### src/rtl/mux2t1_32_pkg.sv
// Shared constants for the word mux block.
package mux2t1_32_pkg;

  localparam int unsigned WORD_W = 32;

endpackage

### src/rtl/mux2t1_32_dff_r.sv
// WIDTH-bit register with synchronous active-low reset to RST_VAL.
module dff_r #(
  parameter int unsigned      WIDTH   = 1,
  parameter logic [WIDTH-1:0] RST_VAL = '0
) (
  input  logic             clk,
  input  logic             rst_n,
  input  logic [WIDTH-1:0] d,
  output logic [WIDTH-1:0] q
);

  always_ff @(posedge clk) begin
    if (!rst_n) q <= RST_VAL;
    else        q <= d;
  end

endmodule

### src/rtl/mux2t1_32.sv
// Two-input word mux: combinational output plus an optional registered copy with valid flag.
module mux2t1_32
  import mux2t1_32_pkg::*;
#(
  parameter int unsigned      WIDTH   = WORD_W,
  parameter logic [WIDTH-1:0] RST_VAL = '0
) (
  input  logic             clk,
  input  logic             rst_n,
  input  logic [WIDTH-1:0] I0,
  input  logic [WIDTH-1:0] I1,
  input  logic             s,
  output logic [WIDTH-1:0] o,
  output logic [WIDTH-1:0] o_q,
  output logic             o_vld
);

  // Continuous ternary keeps bitwise X-merge when s is unknown.
  assign o = s ? I1 : I0;

  dff_r #(
    .WIDTH  (WIDTH),
    .RST_VAL(RST_VAL)
  ) u_q (
    .clk  (clk),
    .rst_n(rst_n),
    .d    (o),
    .q    (o_q)
  );

  dff_r #(
    .WIDTH  (1),
    .RST_VAL(1'b0)
  ) u_vld (
    .clk  (clk),
    .rst_n(rst_n),
    .d    (1'b1),
    .q    (o_vld)
  );

endmodule

### config.mk
export PLATFORM = sky130hd
export DESIGN_NAME = mux2t1_32
export DESIGN_NICKNAME = d
export VERILOG_FILES = /design/src/rtl/mux2t1_32_pkg.sv /design/src/rtl/mux2t1_32_dff_r.sv /design/src/rtl/mux2t1_32.sv
export SDC_FILE = /design/constraint.sdc
export NUM_CORES = 1
export LEC_CHECK = 0
export ABC_AREA = 1
export CAP_MARGIN = 20
export CORE_MARGIN = 2
export CORE_UTILIZATION = 30
export CTS_CLUSTER_SIZE = 8
export DETAILED_ROUTE_END_ITERATION = 6
export PLACE_DENSITY = 0.73
export SKIP_CTS_REPAIR_TIMING = 1
export SYNTH_ARGS = -nofsm -noshare
export SYNTH_HDL_FRONTEND = slang
export SYNTH_SLANG_ARGS = --single-unit
### constraint.sdc
create_clock -name clk -period 2.3 [get_ports clk]
set_input_delay 0.46 -clock clk [delete_from_list [all_inputs] [get_ports clk]]
set_output_delay 0.46 -clock clk [all_outputs]
set_load 0.05 [all_outputs]
==> flow_metrics.py, run 1 <==
metrics = {
    "outcome": {
        "status": "finished clean",
    },
    "layout": {
        "num_antenna_cells": 0,
        "drive_gt1_share_pct": 33.5,
        "final_cells": 478,
        "fin_util_pct": 61.5,
        "stdcell_area_sq_um": 3620,
        "area_growth_pct": 99.4,
        "final_common_cell": "clkdlybuf4s50_1",
        "final_cell_mix": "99 x clkdlybuf4s50_1, 96 x inv_1, 60 x nand2_2, 36 x nand2_1, 34 x buf_12",
        "nets": 470,
    },
    "place": {
        "globalplace.congestion": 0.723,
        "dpl_worst_slack_ns": 0.142,
        "dp.cells": 471,
        "place_area_sq_um": 3530,
        "portBuffers": 131,
        "hpwl_microns": 4100,
    },
    "clocking": {
        "root_buffer": "clkbuf_8",
        "cts_buffers": 5,
        "htreeDepth": 2,
        "clock-sinks": 33,
        "clkTransAtPathRegs_ns": 0.06,
        "cts_buffer_depth": 2,
        "cts_tree": "done",
    },
    "power_and_ir_drop": {
        "power.density_nw_per_um2": 540,
        "internal_power_mw": 1.25,
        "p_leak_nw": 1.89,
        "switching_power_uw": 707,
        "clkPwrFrac_pct": 22.3,
        "vdd_ir_drop_max_mv": 0.276,
        "switching_share_pct": 36.2,
        "combinationalPowerShare_pct": 45.9,
        "pwr-share-seq_pct": 31.8,
    },
    "synth": {
        "synth-seq-cells": 33,
        "syn_nets": 336,
        "yosysWarnings": 0,
        "synth_cells": 269,
        "avgSynthCellArea_sq_um": 6.74,
        "ys_seq_area_share_pct": 36.4,
        "synth.distinct_cells": 10,
        "synthesis.area_sq_um": 1810,
    },
    "sta": {
        "fin_crit_ns": 2.15,
        "relSlewSlack_pct": 65.2,
        "fmax_ghz": 0.465,
        "setup_ws_ns": 0.152,
        "tns_ns": 0,
        "worst_pin_slew_ns": 0.521,
        "rsz0062_at_grt": "no",
        "maxSlewViolCount": 0,
        "finalSetupViolCount": 0,
        "finalHoldViolations": 0,
        "post-route-period-util_pct": 93.4,
    },
    "detailed_routing": {
        "ant_nets": 0,
        "wire_per_inst_microns": 10.3,
        "dr_total_vias": 1836,
        "drt-pass1-iter-count": 3,
        "drt-total-wl_microns": 4940,
        "viasPerCell": 3.84,
        "drc": 0,
        "drtIter0Drc": 30,
    },
    "critical_path": {
        "critPathRequiredTime_ns": 1.84,
        "setup.worst_path.start_class": "input port",
        "worstSetupPathType": "in -> out",
        "crit_path_end_kind": "primary output",
        "cpPeakStageDelay_ns": 0.56,
        "slowest_stage": "clkdlybuf4s50_1",
        "critical_path.cell_chain": "clkdlybuf4s50_1 -> buf_4 -> nand2_1 -> nand2_2 -> inv_1 -> buf_12",
        "path_max_fanout": 18,
        "arrival_ns": 1.69,
    },
    "floorplanning": {
        "start_util_pct": 30.8,
        "row_count": 28,
        "core_sq_um": 5890,
        "die_y_microns": 81.8,
        "die_w_microns": 81.8,
        "ios": 132,
        "die_area_sq_um": 6690,
    },
    "global_routing": {
        "antenna_found_initial": 0,
        "overflow": 0,
        "grt_max_degree": 20,
        "grt_pass1_wl_microns": 7760,
        "grt_pass1_vias": 1815,
        "grt_use_total_pct": 15.2,
    },
    "run": {
        "cap_violations": 0,
    },
    "hold_path": {
        "hold_class": "in -> reg",
    },
}
## state kept, by name (all words and copies together) (netlist names)
signal	cells
u_q.q	32
u_vld.q	1
## worst paths after layout
| path | start | end | slack (ns) | cells after the start |
|---|---|---|---|---|
| worst max-delay path | s | o[13] | 0.15 | 6 |
| worst min-delay path | rst_n | u_vld.q | 0.67 | 1 |
## layer usage
layer  vias to the layer above  part of all wire, %  wire (microns)  track usage [%]
met5                         -                    0               0                0
li1                        971                    -               -                -
met3                         8                   10             514             5.27
met4                         0                  1.5              74             6.17
met2                        76                   52            2570             28.5
met1                       781                   36            1780             15.2
## power by group through the flow
stage	logic (mW)	registers [mW]	clock network [mW]
2_1_floorplan	0.334	0.777	0
3_3_place_gp	0.896	0.633	0
3_5_place_dp	0.904	0.634	0
4_1_cts	0.906	0.621	0.458
5_1_grt	0.946	0.625	0.480
6_report	0.896	0.621	0.435
## synth_stat cells, drive strengths merged
cell type | number | share of area, %
buf | 10 | 4.3
dfxtp | 33 | 36
inv | 98 | 20
nand2 | 96 | 28
nor2 | 32 | 11
## layout make-up
type                            count  area (sq um)
Timing Repair Buffer              137          1700
Multi-Input combinational cell    128           706
Fill cell                         546          2270
Inverter                           98           370
Sequential cell                    33           661
Tap cell                           75          93.8
Clock buffer                        7          86.3
## critical path, delay by kind of cell
family | cells | cell delay, ns
buf+inv | 4 | 1.03
simple gates | 2 | 0.19
## per-stage QoR
step | hold slack, ns | power, mW
6_report | 0.674 | 1.95
5_1_grt | 0.668 | 2.05
4_1_cts | 0.659 | 1.98
3_5_place_dp | 0.959 | 1.54
3_3_place_gp | 0.949 | 1.53
2_1_floorplan | 0.488 | 1.11
## cell families (layout without fill, tap and decap cells)
logic type	after synthesis	count (layout)	synth area share [%]
buffers and inverters	108	242	24.7
flip-flops	33	33	36.4
AND/OR/NAND/NOR	128	128	38.9
No activity file was read; power rests on OpenSTA's default activity.
==> run 2, diff against run 1 <==
--- a/config.mk
+++ b/config.mk
@@ -9,9 +9,11 @@
 export CAP_MARGIN = 20
 export CORE_MARGIN = 2
 export CORE_UTILIZATION = 30
+export CTS_BUF_LIST = sky130_fd_sc_hd__clkbuf_16
 export CTS_CLUSTER_SIZE = 8
 export DETAILED_ROUTE_END_ITERATION = 6
 export PLACE_DENSITY = 0.73
+export REMOVE_ABC_BUFFERS = 1
 export SKIP_CTS_REPAIR_TIMING = 1
 export SYNTH_ARGS = -nofsm -noshare
 export SYNTH_HDL_FRONTEND = slang
==> flow_metrics.py, run 2 (same netlist as run 1, synthesis figures left out) <==
metrics = {
    "critical_path": {
        "arrival_ns": 1.65,
        "setup.worst_path.start_class": "input port",
        "crit_path_end_kind": "primary output",
        "path_max_fanout": 32,
        "worstSetupPathType": "in -> out",
        "critPathRequiredTime_ns": 1.84,
        "critPathLaunch": "s",
    },
    "sta": {
        "post-route-period-util_pct": 91.8,
        "finalHoldViolations": 0,
        "maxSlewViolCount": 0,
        "relSlewSlack_pct": 64.3,
        "fin_crit_ns": 2.11,
        "whs_ns": 0.690,
        "fmax_ghz": 0.474,
        "rsz0062_at_grt": "no",
        "worst_pin_slew_ns": 0.533,
        "finalSetupViolCount": 0,
        "tns_ns": 0,
    },
    "layout": {
        "drive_gt1_share_pct": 32.8,
        "final_cell_mix": "99 x inv_1, 99 x clkdlybuf4s50_1, 60 x nand2_2, 36 x nand2_1, 36 x buf_12",
        "largest_register_ffs": 32,
        "nets": 468,
        "area_growth_pct": 103,
        "max_flop_register": "u_q.q",
        "largestRegisters": "u_q.q (32), u_vld.q (1)",
        "num_antenna_cells": 0,
    },
    "power_and_ir_drop": {
        "p_leak_nw": 1.92,
        "power.density_nw_per_um2": 577,
        "total_power_mw": 2.12,
        "vdd_ir_drop_max_mv": 0.340,
    },
    "floorplanning": {
        "die_y_microns": 81.8,
        "die_area_sq_um": 6690,
        "core_sq_um": 5890,
        "ios": 132,
        "start_util_pct": 30.8,
        "row_count": 28,
        "die_w_microns": 81.8,
    },
    "global_routing": {
        "grt_pass1_vias": 1795,
        "grt_max_degree": 33,
        "grt_use_total_pct": 14.6,
        "grt_pass1_wl_microns": 7600,
        "overflow": 0,
        "antenna_found_initial": 0,
    },
    "clocking": {
        "root_buffer": "clkbuf_16",
        "htreeDepth": 2,
        "cts_tree": "done",
        "cts_buffer_depth": 2,
        "cts_buffers": 5,
        "clock-sinks": 33,
        "clkTransAtPathRegs_ns": 0.05,
    },
    "place": {
        "portBuffers": 131,
        "hpwl_microns": 3900,
        "globalplace.congestion": 0.714,
    },
    "hold_path": {
        "hold_class": "in -> reg",
        "min_from": "rst_n",
    },
    "detailed_routing": {
        "ant_nets": 0,
        "drt-total-wl_microns": 4760,
        "viasPerCell": 3.85,
        "drc": 0,
        "dr_total_vias": 1838,
        "wire_per_inst_microns": 9.97,
        "drtIter0Drc": 31,
        "drt-pass1-iter-count": 2,
    },
    "outcome": {
        "status": "finished clean",
    },
    "run": {
        "cap_violations": 0,
    },
}
[run 2: cell count changes in the layout (fill, tap and decap cells not counted)]
cell       change
buf_4          -4
buf_12         +2
clkbuf_8       -6
inv_1          +3
clkbuf_16      +5
clkbuf_1       -1
[run 2: path summary, 6_finish.rpt]
path,slack [ns],cells past startpoint,to
max,0.19,6,o[3]
min,0.69,1,u_vld.q
[run 2: layout make-up]
type | instances | area (sq um)
Fill cell | 510 | 2210
Timing Repair Buffer | 135 | 1710
Multi-Input combinational cell | 128 | 706
Sequential cell | 33 | 661
Inverter | 98 | 370
Clock buffer | 5 | 125
Tap cell | 75 | 93.8
Clock inverter | 3 | 11.3
[run 2: per-layer routing]
layer	track usage (%)	vias to the layer above	part of all wire, %
met3	6.37	6	11
met4	4.00	0	1.3
met2	27.3	78	52
met5	0	-	0
li1	-	967	-
met1	14.7	787	36
[run 2: worst max-delay path: stages]
cell and delay, ns:
clkdlybuf4s50_1 0.58, buf_12 0.22, nand2_1 0.08, nand2_2 0.08, inv_1 0.07, buf_12 0.15
[run 2: report_power, final]
part / total (mW) / internal [mW] / switching [mW]
registers: 0.622 / 0.613 / 0.00971
clock network: 0.605 / 0.388 / 0.217
logic: 0.896 / 0.399 / 0.497
[run 2: stage by stage]
step | utilization [%] | cells | area (sq um) | setup slack [ns]
floorplan | - | 259 | 1740 | 0.741
global placement | 60.2 | 469 | 3540 | 0.211
detailed placement | 60.2 | 469 | 3540 | 0.178
CTS | 62.5 | 477 | 3680 | 0.175
global route | 62.5 | 477 | 3680 | 0.114
finish | 62.5 | 477 | 3680 | 0.189
